--- src/rtl/pad_ring_ctrl.sv ---
// Pad-ring controller: per-pad software registers, input synchronisers and a
// power-up sequencer that enables the ring one side at a time.
module pad_ring_ctrl #(
    parameter int unsigned     NSIDES  = 4,
    parameter int unsigned     NPADS   = 9,
    parameter int unsigned     CFGW    = 16,
    parameter logic [CFGW-1:0] CFG_RST = '0,
    parameter int unsigned     SEQ_DLY = 16,
    parameter int unsigned     NP      = NSIDES * NPADS,
    parameter int unsigned     AW      = $clog2(NP + 1)
) (
    input  logic               clk,
    input  logic               rst,
    input  logic               req_valid,
    output logic               req_ready,
    input  logic               req_write,
    input  logic [AW-1:0]      req_addr,
    input  logic [31:0]        req_wdata,
    output logic               rsp_valid,
    output logic [31:0]        rsp_rdata,
    output logic               rsp_err,
    input  logic [NP-1:0]      core_dout,
    input  logic [NP-1:0]      core_oe,
    output logic [NP-1:0]      core_din,
    input  logic [NP-1:0]      pad_din,
    output logic [NP-1:0]      pad_dout,
    output logic [NP-1:0]      pad_ie,
    output logic [NP-1:0]      pad_oen,
    output logic [NP*CFGW-1:0] pad_tech_cfg
);

    localparam int unsigned CW = (SEQ_DLY > 1) ? $clog2(SEQ_DLY) : 1;
    localparam int unsigned SW = (NSIDES > 1) ? $clog2(NSIDES) : 1;

    typedef enum logic [1:0] {
        ST_WAIT,
        ST_EN,
        ST_DONE
    } seq_state_e;

    // Register file
    logic [CFGW-1:0] cfg_q [NP];
    logic [CFGW-1:0] cfg_d [NP];
    logic [NP-1:0]   ie_en_q, ie_en_d;
    logic [NP-1:0]   oe_en_q, oe_en_d;
    logic [NP-1:0]   force_en_q, force_en_d;
    logic [NP-1:0]   force_val_q, force_val_d;

    // Sequencer
    seq_state_e      state_q, state_d;
    logic [CW-1:0]   cnt_q, cnt_d;
    logic [SW-1:0]   side_idx_q, side_idx_d;
    logic [NSIDES-1:0] side_en_q, side_en_d;

    // Response channel
    logic            rsp_valid_q, rsp_valid_d;
    logic            rsp_err_q, rsp_err_d;
    logic [31:0]     rsp_rdata_q, rsp_rdata_d;

    // Pad-facing outputs and input synchroniser
    logic [NP-1:0]      pad_dout_q, pad_dout_d;
    logic [NP-1:0]      pad_ie_q, pad_ie_d;
    logic [NP-1:0]      pad_oen_q, pad_oen_d;
    logic [NP*CFGW-1:0] pad_tech_cfg_q, pad_tech_cfg_d;
    logic [NP-1:0]      sync1_q, sync1_d;
    logic [NP-1:0]      sync2_q, sync2_d;

    logic        accept;
    logic        addr_err;
    logic [31:0] addr_ext;
    logic [31:0] rd_val;
    logic        unused_wdata;

    assign unused_wdata = ^req_wdata;

    assign req_ready    = ~rst;
    assign rsp_valid    = rsp_valid_q;
    assign rsp_err      = rsp_err_q;
    assign rsp_rdata    = rsp_rdata_q;
    assign pad_dout     = pad_dout_q;
    assign pad_ie       = pad_ie_q;
    assign pad_oen      = pad_oen_q;
    assign pad_tech_cfg = pad_tech_cfg_q;
    assign core_din     = sync2_q & pad_ie_q;

    // Register access: reads sample pre-edge state so a write is visible to
    // a read accepted on the following cycle.
    always_comb begin
        accept      = req_valid & ~rst;
        addr_ext    = 32'(req_addr);
        addr_err    = (addr_ext > NP);
        rd_val      = '0;
        cfg_d       = cfg_q;
        ie_en_d     = ie_en_q;
        oe_en_d     = oe_en_q;
        force_en_d  = force_en_q;
        force_val_d = force_val_q;

        for (int unsigned p = 0; p < NP; p++) begin
            if (addr_ext == p) begin
                rd_val[CFGW-1:0] = cfg_q[p];
                rd_val[16]       = ie_en_q[p];
                rd_val[17]       = oe_en_q[p];
                rd_val[18]       = force_en_q[p];
                rd_val[19]       = force_val_q[p];
                if (accept && req_write) begin
                    cfg_d[p]       = req_wdata[CFGW-1:0];
                    ie_en_d[p]     = req_wdata[16];
                    oe_en_d[p]     = req_wdata[17];
                    force_en_d[p]  = req_wdata[18];
                    force_val_d[p] = req_wdata[19];
                end
            end
        end

        if (addr_ext == NP) begin
            rd_val[NSIDES-1:0] = side_en_q;
            rd_val[31]         = (state_q == ST_DONE);
        end

        rsp_valid_d = accept;
        rsp_err_d   = accept & addr_err;
        rsp_rdata_d = (accept && !req_write && !addr_err) ? rd_val : '0;
    end

    always_comb begin
        state_d    = state_q;
        cnt_d      = cnt_q;
        side_idx_d = side_idx_q;
        side_en_d  = side_en_q;
        case (state_q)
            ST_WAIT: begin
                cnt_d = cnt_q + 1'b1;
                if (cnt_q == CW'(SEQ_DLY - 1)) begin
                    state_d = ST_EN;
                end
            end
            ST_EN: begin
                side_en_d[side_idx_q] = 1'b1;
                if (side_idx_q == SW'(NSIDES - 1)) begin
                    state_d = ST_DONE;
                end else begin
                    side_idx_d = side_idx_q + 1'b1;
                    cnt_d      = '0;
                    state_d    = ST_WAIT;
                end
            end
            default: begin
                state_d = ST_DONE;
            end
        endcase
    end

    // Pad side is p / NPADS; a disabled side never drives and shows CFG_RST.
    always_comb begin
        sync1_d        = pad_din;
        sync2_d        = sync1_q;
        pad_oen_d      = '1;
        pad_dout_d     = '0;
        pad_ie_d       = '0;
        pad_tech_cfg_d = '0;
        for (int unsigned p = 0; p < NP; p++) begin
            pad_oen_d[p]  = ~(side_en_q[p / NPADS] & oe_en_q[p] &
                              (force_en_q[p] | core_oe[p]));
            pad_dout_d[p] = side_en_q[p / NPADS] & oe_en_q[p] &
                            (force_en_q[p] ? force_val_q[p] : core_dout[p]);
            pad_ie_d[p]   = side_en_q[p / NPADS] & ie_en_q[p];
            pad_tech_cfg_d[p*CFGW +: CFGW] = side_en_q[p / NPADS] ? cfg_q[p] : CFG_RST;
        end
    end

    always_ff @(posedge clk) begin
        if (rst) begin
            state_q        <= ST_WAIT;
            cnt_q          <= '0;
            side_idx_q     <= '0;
            side_en_q      <= '0;
            for (int unsigned p = 0; p < NP; p++) begin
                cfg_q[p] <= CFG_RST;
            end
            ie_en_q        <= '0;
            oe_en_q        <= '0;
            force_en_q     <= '0;
            force_val_q    <= '0;
            rsp_valid_q    <= 1'b0;
            rsp_err_q      <= 1'b0;
            rsp_rdata_q    <= '0;
            pad_dout_q     <= '0;
            pad_ie_q       <= '0;
            pad_oen_q      <= '1;
            pad_tech_cfg_q <= {NP{CFG_RST}};
            sync1_q        <= '0;
            sync2_q        <= '0;
        end else begin
            state_q        <= state_d;
            cnt_q          <= cnt_d;
            side_idx_q     <= side_idx_d;
            side_en_q      <= side_en_d;
            cfg_q          <= cfg_d;
            ie_en_q        <= ie_en_d;
            oe_en_q        <= oe_en_d;
            force_en_q     <= force_en_d;
            force_val_q    <= force_val_d;
            rsp_valid_q    <= rsp_valid_d;
            rsp_err_q      <= rsp_err_d;
            rsp_rdata_q    <= rsp_rdata_d;
            pad_dout_q     <= pad_dout_d;
            pad_ie_q       <= pad_ie_d;
            pad_oen_q      <= pad_oen_d;
            pad_tech_cfg_q <= pad_tech_cfg_d;
            sync1_q        <= sync1_d;
            sync2_q        <= sync2_d;
        end
    end

endmodule

--- config.mk ---
export PLATFORM = sky130hd
export DESIGN_NAME = pad_ring_ctrl
export DESIGN_NICKNAME = d
export VERILOG_FILES = /design/src/rtl/pad_ring_ctrl.sv
export SDC_FILE = /design/constraint.sdc
export NUM_CORES = 2
export LEC_CHECK = 0
export BUFFER_PORTS_ARGS = -buffer_cell sky130_fd_sc_hd__buf_2
export CAP_MARGIN = 10
export CORE_AREA = 4 4 349 351
export DETAILED_ROUTE_END_ITERATION = 16
export DIE_AREA = 0 0 353 355
export PLACE_DENSITY = 0.64
export SYNTH_ARGS = -nofsm -noshare
export SYNTH_HDL_FRONTEND = slang
export SYNTH_SLANG_ARGS = --single-unit
--- constraint.sdc ---
create_clock -name clk -period 3.3 [get_ports clk]
set_input_delay 0.66 -clock clk [delete_from_list [all_inputs] [get_ports clk]]
set_output_delay 0.66 -clock clk [all_outputs]
set_load 0.005 [all_outputs]
======== Word-level counts from Yosys, hierarchy flattened ========
Index checks and enable logic that the tools add are counted.
storage, ports and cells
  flip-flop bits (word level) ............. 1522
  word-level logic and storage cells ...... 606
  input bits .............................. 150
  output and inout bits ................... 755
operators by class
  multiplexer cells ....................... 80
  add/sub/neg operators ................... 2
  magnitude comparators ................... 3
  bitwise operators ....................... 228
  equality and inequality tests ........... 42
  reductions and logical operators ........ 53
operators with widths
  cell                   count
  $mux W20               36
  $and A1 B1 Y1          146
  $eq A6 B5 Y1 const B   16
  $reduce_and A2 Y1      38
  $eq A6 B4 Y1 const B   8
  $not A1 Y1             44
  $mux W1                37
  $and A36 B36 Y36       1
  $or A1 B1 Y1           36
  $eq A6 B6 Y1 const B   5
  $eq A6 B3 Y1 const B   4
  $eq A6 B2 Y1 const B   2
  $reduce_or A2 Y1       5
  $mux W4                2
  $pmux W4 S2            1
  $eq A6 B1 Y1 const B   1
  $gt A6 B6 Y1 const B   1
  $logic_not A6 Y1       1
  $add A4 B1 Y4 const B  1
  $eq A2 B2 Y1 const B   2
  $eq A4 B4 Y1 const B   1
  $logic_and A1 B1 Y1    4
  $mux W2                2
  $ne A2 B2 Y1 const B   2
  other kinds (11)       12

======== Longest topological paths before layout ========
  word-level depth ........................ 38
  mapped depth ............................ 12
  gate-level depth less buffers ........... 8

======== Worst setup path after synthesis ========
No wires, ideal clock.
  kind .................................... input to register
  start ................................... input port req_addr[5]
  end ..................................... register rsp_rdata_q[2], in the netlist rsp_rdata[2]
  arrival time ............................ 2.431 ns
  slack ................................... 0.752 ns
  path buffers ............................ 2
  setup time .............................. 0.117 ns
  stages .................................. 8
  data required time ...................... 3.183 ns
  cells stage by stage .................... buf_6 or4b_1 buf_2 o21a_1 o32ai_1 a31oi_1 or4b_1 a22o_1
between the ends
  word-level cells in the longest chain between the ends .. 38
  elaborated cells on any way between the ends .. 79
  those cells by class .................... 1 x order compare; 36 x eq/ne; 37 x mux; 1 x bitwise; 4 x reduce/logical
ends and longest elaborated chain
  element                 line  RTL
  from (decl)             17    input logic [AW-1:0] req_addr,
  $logic_not A6 Y1        100   if (addr_ext == p) begin
  $mux W20 (36 in a row)  100
  $mux W4                 116   if (addr_ext == NP) begin
  to (signal assigned)    206   rsp_rdata_q <= rsp_rdata_d;
  to (decl)               58    logic [31:0] rsp_rdata_q, rsp_rdata_d;
Parallel ways exist; a longest one is shown, timed or not.
A chain may end at the register's enable or synchronous reset.

======== Worst setup path after layout ========
  start ................................... input port req_addr[5]
  end ..................................... register rsp_rdata_q[17], in the netlist rsp_rdata[17]
between the ends
  word-level cells in the longest chain between the ends .. 37
  elaborated cells on any way between the ends .. 77
  those cells by class .................... 1 x order compare; 35 x eq/ne; 36 x mux; 1 x bitwise; 4 x reduce/logical
ends and longest elaborated chain
  element                 line
  $logic_not A6 Y1        100
  $mux W20 (36 in a row)  100
Parallel ways exist; a longest one is shown, timed or not.

==> results.md <==
* End of the worst hold path: pad_oen[20]$_SDFF_PP1_
* Slew @ Worst Pin at 1160 ps
* #FFs+latches synth at 1511
* Arrival time worst endpoint at 3560 ps
* Most frequent cells in the layout: nand2_1, dfxtp_1, buf_2
* Required @ worst endpoint at 3940 ps
* Element type at the critical path end: register
* DP Area at 61400 µm²
* Final Util at 0.561
* Die Y-Extent at 355 µm
* Clock Sinks at 1511
* Internal reg-to-reg setup slack at 460 ps
* First-pass DRT Iterations at 8
* Hold path start: core_oe[20]
* P_sw at 8.67 mW
* Die width at 353 µm
* Area contributors post-synth: dfxtp_1, nand2_1, and2_1
* Setup violations, final at 0
* FFs w/ async S/R, synth at 0
* Status: complete, no violations
* Post_cts resized at 0
* Final hold vios at 0
* Finished Layout Cells at 8590
* Ys Warns at 0
* Area leader, netlist: dfxtp_1
* Hold Crit Class: input port to register
* Num CTS Buffers at 155
* IO Count at 905
* Setup bufs post-CTS at 0
* Core area at 119000 µm²
* Worst R2R End: rsp_rdata[19]$_SDFF_PP0_
* Avg WL per Cell at 27.5 µm
* Sequential power share at 0.482
* Commonest non-fill, non-tap cell in the layout: nand2_1
* Post-synth EDFFs at 0
* Design Area, Final at 66700 µm²
* Skew-Pair Late Insertion Delay at 780 ps
* Internal power at 29.4 mW
* Reg clk slew, reported paths at 60 ps
* Final period utilization at 0.883
* Final Critical Period at 2910 ps
* Detailed-route via count at 49000
* Sw frac at 0.228
* Worst R2R Start: force_val_q[3]$_SDFFE_PP0P_
* Highest clock rate at 343 MHz
* DRT Wirelength at 236000 µm
* Clock Tree Root: clkbuf_16
* Final Net Count at 7063
* Post-synthesis cell count at 6092
* Worst Skew at 27.0 ps
* Global route total overflow at 0
* Die area at 125000 µm²
* Layout cell share with drive strength beyond 1 at 0.222
* Cell Area, Synth at 54200 µm²
* CP Max Fanout at 15
* Worst reg-to-reg path cell count at 8
* Critical Path Start Type: input port
* Cell variety after synth at 79
* Leak pwr at 26.9 nW
* Synth top area share at 0.558
* HPWL Detailed at 171000 µm
* Slew Viols, Final at 0
* Setup tns final at 0 ps
* First-pass GRT wire length at 332000 µm
* Seq/Total Area, Yosys at 0.558
* Type of the worst setup path: input port to register
* Initial Util at 0.456
* I/O Buffers at 881
* Worst Hold Path Cells at 2
* Initial antenna violation count at 29
* Initial drt markers at 6023
* Placed Cells incl. Taps at 8299
* Combinational power share at 0.039
* Synthesis-to-layout area growth at 23.0%
* RSZ-0062 raised after global routing: false
* Pin count of the biggest net entering global routing at 196
* DR DRC count at 0
* Via-to-Cell Ratio at 5.70
* CTS max path bufs at 3
* Clock power frac at 0.479
* Antenna-violating nets left at 0
* Gr usage total at 0.361
* GPL Wtd Cong at 0.973
* H-tree Lvls at 4
* CTS tree: yes
* Slew HR at 0.225
* Total of max-cap violations at 0
* Vias in the first global route at 46300
* Ys flop type: dfxtp_1
* CTS Hold Bufs at 0
* Power Dens Cells at 570 nW/µm²
* Synth Area per Inst at 8.90 µm²
* VDD IR-drop max at 500 µV
* Cell Rows at 127
## stage by stage
| step | hold WS (ps) | worst slack (ps) | total power [mW] |
|---|---|---|---|
| 2_1_floorplan | 406 | 752 | 19.4 |
| 3_3_place_gp | 414 | -313 | 20.2 |
| 3_5_place_dp | 425 | -329 | 20.2 |
| 4_1_cts | 27.2 | 493 | 38.1 |
| 5_1_grt | 47.5 | 439 | 38.9 |
| 6_report | 67.9 | 386 | 38.0 |
## registers in the layout, summed over array words and instances, names as in the netlist, 4 cells and up
name	cells
cfg_q	576
pad_tech_cfg	576
force_en_q	36
force_val_q	36
ie_en_q	36
oe_en_q	36
pad_dout	36
pad_ie	36
pad_oen	36
sync1_q	36
sync2_q	36
rsp_rdata	21
cnt_q	4
side_en_q	4
## how the worst max path moves through the flow
stage,start,endpoint,slack [ps],cells past startpoint
after floorplan,req_addr[5],rsp_rdata[2]$_SDFF_PP0_,750,8
after global placement,req_addr[0],rsp_rdata[8]$_SDFF_PP0_,-310,9
after detailed placement,req_addr[0],rsp_rdata[8]$_SDFF_PP0_,-330,9
after CTS,cfg_q[520]$_SDFFE_PP0P_,rsp_rdata[8]$_SDFF_PP0_,490,7
after global routing,req_addr[4],rsp_rdata[3]$_SDFF_PP0_,440,12
final,req_addr[5],rsp_rdata[17]$_SDFF_PP0_,390,10
## synth_stat cells (9+ instances only)
cell,number
a211oi_1,28
a21oi_1,802
a221oi_1,20
a22o_1,9
a22oi_1,54
a31oi_1,18
and2_1,662
buf_1,15
buf_2,80
buf_4,27
clkbuf_1,402
dfxtp_1,1511
inv_1,9
mux2_2,36
mux2i_1,85
mux4_2,46
nand2_1,1597
nand3_1,30
nor2_1,155
nor2b_1,90
nor3_1,37
o211ai_1,49
o21ai_0,87
o221ai_1,19
o22ai_1,31
o2bb2ai_1,11
or3_1,10
## cell families after synthesis
group / after synthesis / synth area share
other: 1 / 0.0000691
xor gates and xnor gates: 1 / 0.000162
muxes: 167 / 0.0423
AOI/OAI and AO/OA: 1227 / 0.131
and+or+nand+nor: 2639 / 0.225
buffers and inverters: 541 / 0.0421
DFF: 1511 / 0.558
adders and majority gates: 5 / 0.00115
## per-layer routing
layer  vias up  global-route usage  wire [µm]
met3       727              0.0927      23800
met1     23500               0.440      88600
met5         -                   0        139
met2      3046               0.581     108000
met4        22               0.210      15700
li1      21800                   -          -
## critical path: stages
cell,delay (ps)
buf_2,170
buf_12,170
or4b_1,660
buf_4,220
nor2_1,380
nor3_1,80
or3_1,430
a211oi_1,520
buf_4,200
nor3_1,50
## layout make-up
type | count | area [µm²]
fill | 10700 | 52300
sequential | 1511 | 30200
multi-input combinational | 4050 | 21900
timing repair buffer | 1180 | 7280
clock buffer | 222 | 4580
tap | 1548 | 1940
clock inverter | 57 | 717
inverter | 10 | 37.5
antenna | 12 | 30.0
## power groups by stage
| stage | Sequential (mW) | Combinational (mW) | Clock (mW) |
|---|---|---|---|
| finish | 18.3 | 1.49 | 18.2 |
| global route | 18.3 | 1.51 | 19.1 |
| CTS | 18.3 | 1.44 | 18.4 |
| detailed placement | 18.7 | 1.43 | 0 |
| global placement | 18.7 | 1.42 | 0 |
| floorplan | 18.7 | 0.701 | 0 |
(Power assumes the default switching activity.)
